## src/rtl/ring_injector.sv

```systemverilog
// ring_injector: per-cell force-record injection buffer.
// Packs PE force records into ring packets and meters the phase drain.
module ring_injector #(
    parameter int NUM_CELLS         = 64,
    parameter int DATA_WIDTH        = 32,
    parameter int PARTICLE_ID_WIDTH = 7,
    parameter int NODE_ID_WIDTH     = $clog2(NUM_CELLS),
    parameter int FIFO_DEPTH        = 16,
    parameter int CNT_WIDTH         = 16,
    localparam int FORCE_WIDTH      = 3 * DATA_WIDTH,
    localparam int PKT_WIDTH        =
        NODE_ID_WIDTH + PARTICLE_ID_WIDTH + FORCE_WIDTH
) (
    input  logic                         clk,
    input  logic                         rst,
    input  logic                         phase_start,
    input  logic                         phase_end,
    input  logic                         in_valid,
    output logic                         in_ready,
    input  logic [NODE_ID_WIDTH-1:0]     in_dest,
    input  logic [PARTICLE_ID_WIDTH-1:0] in_pid,
    input  logic [FORCE_WIDTH-1:0]       in_force,
    output logic [PKT_WIDTH-1:0]         pkt_out,
    output logic                         pkt_valid,
    input  logic                         ring_ready,
    output logic                         drain_done,
    output logic                         busy,
    output logic [CNT_WIDTH-1:0]         sent_count
);

    localparam int PTR_WIDTH = $clog2(FIFO_DEPTH);
    localparam int CW        = PTR_WIDTH + 1;

    localparam logic [CW-1:0] FULL_CNT = CW'(FIFO_DEPTH);
    localparam logic [CW-1:0] CNT_ONE  = CW'(1);
    localparam logic [PTR_WIDTH-1:0] PTR_ONE = PTR_WIDTH'(1);
    localparam logic [CNT_WIDTH-1:0] SENT_ONE = CNT_WIDTH'(1);
    localparam logic [CNT_WIDTH-1:0] SENT_MAX = '1;

    typedef enum logic [1:0] {
        IDLE,
        ACTIVE,
        DRAIN,
        DONE
    } state_t;

    state_t state;

    logic [PKT_WIDTH-1:0] mem [FIFO_DEPTH];
    logic [PTR_WIDTH-1:0] wr_ptr;
    logic [PTR_WIDTH-1:0] rd_ptr;
    logic [CW-1:0]        count;

    logic push;
    logic pop;
    logic start_ok;

    // Accept only while collecting and not full; no pop-enabled push.
    assign in_ready = (state == ACTIVE) && (count != FULL_CNT);
    assign push     = in_valid && in_ready;

    // Show-ahead head; zero when empty so nothing stale is exposed.
    assign pkt_valid = (count != '0);
    assign pkt_out   = pkt_valid ? mem[rd_ptr] : '0;
    assign pop       = pkt_valid && ring_ready;

    // A phase may only open from IDLE; start elsewhere is ignored.
    assign start_ok = (state == IDLE) && phase_start;

    // Phase control with registered busy and drain_done.
    always_ff @(posedge clk) begin
        if (rst) begin
            state      <= IDLE;
            busy       <= 1'b0;
            drain_done <= 1'b0;
        end else begin
            drain_done <= 1'b0;
            unique case (state)
                IDLE: begin
                    if (phase_start) begin
                        state <= ACTIVE;
                        busy  <= 1'b1;
                    end
                end
                ACTIVE: begin
                    if (phase_end) begin
                        state <= DRAIN;
                    end
                end
                DRAIN: begin
                    if (count == '0) begin
                        state      <= DONE;
                        drain_done <= 1'b1;
                    end
                end
                DONE: begin
                    state <= IDLE;
                    busy  <= 1'b0;
                end
                default: begin
                    state <= IDLE;
                    busy  <= 1'b0;
                end
            endcase
        end
    end

    // Packet storage; contents are don't-care until written.
    always_ff @(posedge clk) begin
        if (push) begin
            mem[wr_ptr] <= {in_dest, in_pid, in_force};
        end
    end

    // Circular pointers and occupancy.
    always_ff @(posedge clk) begin
        if (rst) begin
            wr_ptr <= '0;
            rd_ptr <= '0;
            count  <= '0;
        end else begin
            if (push) begin
                wr_ptr <= wr_ptr + PTR_ONE;
            end
            if (pop) begin
                rd_ptr <= rd_ptr + PTR_ONE;
            end
            unique case ({push, pop})
                2'b10:   count <= count + CNT_ONE;
                2'b01:   count <= count - CNT_ONE;
                default: count <= count;
            endcase
        end
    end

    // Saturating count of packets taken by the ring this phase.
    always_ff @(posedge clk) begin
        if (rst) begin
            sent_count <= '0;
        end else if (start_ok) begin
            sent_count <= '0;
        end else if (pop && (sent_count != SENT_MAX)) begin
            sent_count <= sent_count + SENT_ONE;
        end
    end

endmodule

```

## config.mk

```make
export PLATFORM = sky130hd
export DESIGN_NAME = ring_injector
export DESIGN_NICKNAME = d
export VERILOG_FILES = /design/src/rtl/ring_injector.sv
export SDC_FILE = /design/constraint.sdc
export NUM_CORES = 1
export LEC_CHECK = 0
export BUFFER_PORTS_ARGS = -buffer_cell sky130_fd_sc_hd__buf_2
export CELL_PAD_IN_SITES_DETAIL_PLACEMENT = 1
export CELL_PAD_IN_SITES_GLOBAL_PLACEMENT = 2
export CORE_MARGIN = 10
export CORE_UTILIZATION = 56
export CTS_BUF_LIST = sky130_fd_sc_hd__clkbuf_8
export DETAILED_ROUTE_END_ITERATION = 8
export GPL_ROUTABILITY_DRIVEN = 0
export HOLD_SLACK_MARGIN = 0.06
export PLACE_DENSITY_LB_ADDON = 0.1
export SYNTH_ARGS = -nofsm -noshare
export SYNTH_HDL_FRONTEND = slang
export SYNTH_SLANG_ARGS = --single-unit
export TNS_END_PERCENT = 50
```

## constraint.sdc

```tcl
create_clock -name clk -period 27.4 [get_ports clk]
set_clock_uncertainty 0.1 [all_clocks]
set_input_delay 4.11 -clock clk [delete_from_list [all_inputs] [get_ports clk]]
set_output_delay 4.11 -clock clk [all_outputs]
set_load 0.02 [all_outputs]
```

==> metrics.md <==
| Metric | Value |
|---|---|
| Worst Setup EP | pkt_out[73] |
| # Post-CTS Setup Buffers | 0 |
| Synth Area per Inst | 23.4 um^2 |
| CTS buffer count | between 300 and 400 |
| GRT overflow | 0 |
| Number of distinct library cells after synthesis | 58 |
| CP Cell Sequence | buf_4, buf_4, buf_4, mux4_2, mux2i_1, o22ai_1, buf_2 |
| WS Path Type | reg -> out |
| FMAX | ~0.10 GHz |
| Mapped cell area | 67900 um^2 |
| Synth warn | 0 |
| CTS Root Buffer Type | clkbuf_8 |
| Largest net degree at the start of global routing | 110 |
| Number of flops mapped to enable cells by yosys | 1744 |
| Dominant synthesized flop cell | edfxtp_1 |
| P&R area growth vs syn | 12.2% |
| CTS HTree Levels | 5 |
| Initial drt markers | 3113 |
| Critical Path Start Type | flip-flop |
| Post-DP HPWL | between 70000 and 80000 um |
| CP max stage cell | buf_4 |
| Placed cells | 4642 |
| Die Height | 368 um |
| WL per Instance | 31.1 um |
| Post-route minimum period | 9.96 ns |
| WP depth | 7 |
| Total wire length | 160000 um |
| Routed vias | 32.3k |
| Crit path largest cell delay | 0.97 ns |
| Most common cell after layout, fill and taps aside | edfxtp_1 |
| CTS tree | built |
| CTS-repair resized insts | 0 |
| Die X | 368 um |
| Reg2reg start | count[2] |
| Non-filler instance count after layout | 5149 |
| Share of cells above drive strength 1 | 30.9% |
| Fin. max-slew vios | 0 |
| Sequential element share of the synthesized area | about 78% |
| Leak | roughly 24 nW |
| Arrival @ worst endpoint | 5.75 ns |
| Final Hold Violating Endpoints | 0 |
| Setup TNS | 0 ns |
| Port bufs | 243 |
| Layout Utilization | 63.4% |
| Worst slew pin tran | 1.17 ns |
| RR Endpoint | mem[10][96] |
| Nets | 3462 |
| WP buf/inv | 4 |
| Worst-path fanout max | 53 |
| Number of max-cap violations | 0 |
| Clock Pin Slew Worst Setup and Hold Paths | ~0.06 ns |
| Synth async-reset ratio | 0% |
| Power per cell area | 86.7 nW/um^2 |
| Overall Power | approximately 0.0066 W |
| Vias in the first global route | 35.8k |
| Setup crit end kind | primary output |
| Clock tree sinks | about 1.8k |
| HP Start | sent_count[14] |
| DRC Markers | 0 |
| Mapped Nets | 3029 |
| R2R Setup Slk | 23.87 ns |
| First-pass GRT wire length | 237000 um |
| Standard-cell rows | 127 |
| Final Cell Area | 76100 um^2 |
| Reg2Reg Depth | 6 |
| DP Area | 71000 um^2 |
| Vias/cell | between 6 and 7 |
| Status | completed |
| Initial antenna violation count | 37 |
| Commonest non-fill, non-tap cells in the layout | edfxtp_1 (1744), mux4_2 (436), clkbuf_8 (311) |
| Die Area | approximately 140000 um^2 |
| Later-pin clock latency in the skew report | between 0.9 and 1 ns |
| Total GRT Usage | 23.7% |
| Critical Path Most Common Cell | buf_4 |
| Worst slew margin | a little over a fifth |
| Core region area | 120000 um^2 |
| Hold/Removal Path Class | reg -> reg |
| Synth Instances | 2900 |
| Initial Util | about 56% |
| Detail Route Antenna Nets | 0 |
| RSZ-0062 raised after global routing | false |
| Drt pass-1 iters | 5 |
| Top Ports | between 200 and 250 |
| Max VDD drop | about 0.092 mV |
| CTS Buffer Depth | 4 |
| Yosys reg bits | approximately 1.8k |
| Crit path max-delay family | buffers and inverters |
| Cts hold-fix bufs | 0 |
| Setup violators final | 0 |
| Tcrit/Tclk final | roughly 36% |
| Worst path required time | 23.19 ns |
metrics by stage:
step	worst slack (ns)	hold slack, ns
floorplan	14.77	0.363
global placement	18.28	0.360
detailed placement	18.13	0.400
CTS	17.11	0.411
global route	16.75	0.440
finish	17.44	0.408
per-layer routing:
layer / part of all wire, % / up-vias / wire length, um / global-route usage (%)
met5: 0.12 / - / 186 / 0
met4: 2.5 / 30 / 4080 / 7.77
met3: 7.2 / 344 / 11500 / 5.21
met2: 50 / 1264 / 79300 / 38.3
met1: 41 / 17300 / 64900 / 32.2
li1: - / 13300 / - / -
cell families (layout without fill, tap and decap cells):
family / count (synthesis) / after routing / synth area share (%)
and+or+nand+nor: 104 / 104 / 0.804
DFF: 1781 / 1781 / 78.3
xor gates and xnor gates: 9 / 9 / 0.116
muxes: 658 / 658 / 17.7
AOI/OAI and AO/OA: 167 / 167 / 1.65
buffers and inverters: 167 / 793 / 1.15
other: 0 / 11 / 0
adders and majority gates: 14 / 14 / 0.258
final cells by class:
class	count	area (um^2)
timing repair buffer	288	1750
multi-input combinational	952	14100
tap	1612	2020
clock inverter	185	825
inverter	9	33.8
clock buffer	311	4280
antenna	11	27.5
sequential	1781	53100
fill	9772	44000
state kept, by name, summed over array words and instances (netlist names), named ones only:
signal,cells
busy,1
rd_ptr,4
wr_ptr,4
drain_done,1
count,5
mem,1744
state,2
sent_count,16
power breakdown:
| group | leakage, nW | internal [W] | total, W | switching (W) |
|---|---|---|---|---|
| logic | 4.60 | 0.000572 | 0.00145 | 0.000876 |
| clock network | 2.96 | 0.00108 | 0.00208 | 0.000999 |
| registers | 16.0 | 0.00304 | 0.00308 | 0.0000367 |
| total | 23.5 | 0.00469 | 0.00660 | 0.00191 |
how the worst min path moves through the flow:
| stage | endpoint | depth (start not counted) | slack [ns] |
|---|---|---|---|
| floorplan | flip-flop | 2 | 0.36 |
| global placement | busy | 2 | 0.36 |
| detailed placement | sent_count[14] | 2 | 0.40 |
| CTS | sent_count[14] | 2 | 0.41 |
| global route | sent_count[14] | 2 | 0.44 |
| finish | sent_count[14] | 2 | 0.41 |
synth_stat cells, types with 8 or more instances:
cell type,number,area [um^2]
edfxtp_1,1744,52400
mux4_2,436,9820
mux2i_1,222,2220
o22ai_1,110,688
buf_2,68,340
clkbuf_1,53,199
dfxtp_1,37,741
nor2_1,28,105
buf_1,24,90.1
nand2_1,20,75.1
a21oi_1,17,85.1
ha_1,14,175
nand2b_1,10,62.6
inv_1,8,30.0
or4_1,8,60.1
worst min-delay path, cell delays in order (launching register included):
cell and delay (ns):
dfxtp_1 0.34, o41ai_1 0.07, a21oi_1 0.06
(Power assumes the default switching activity.)
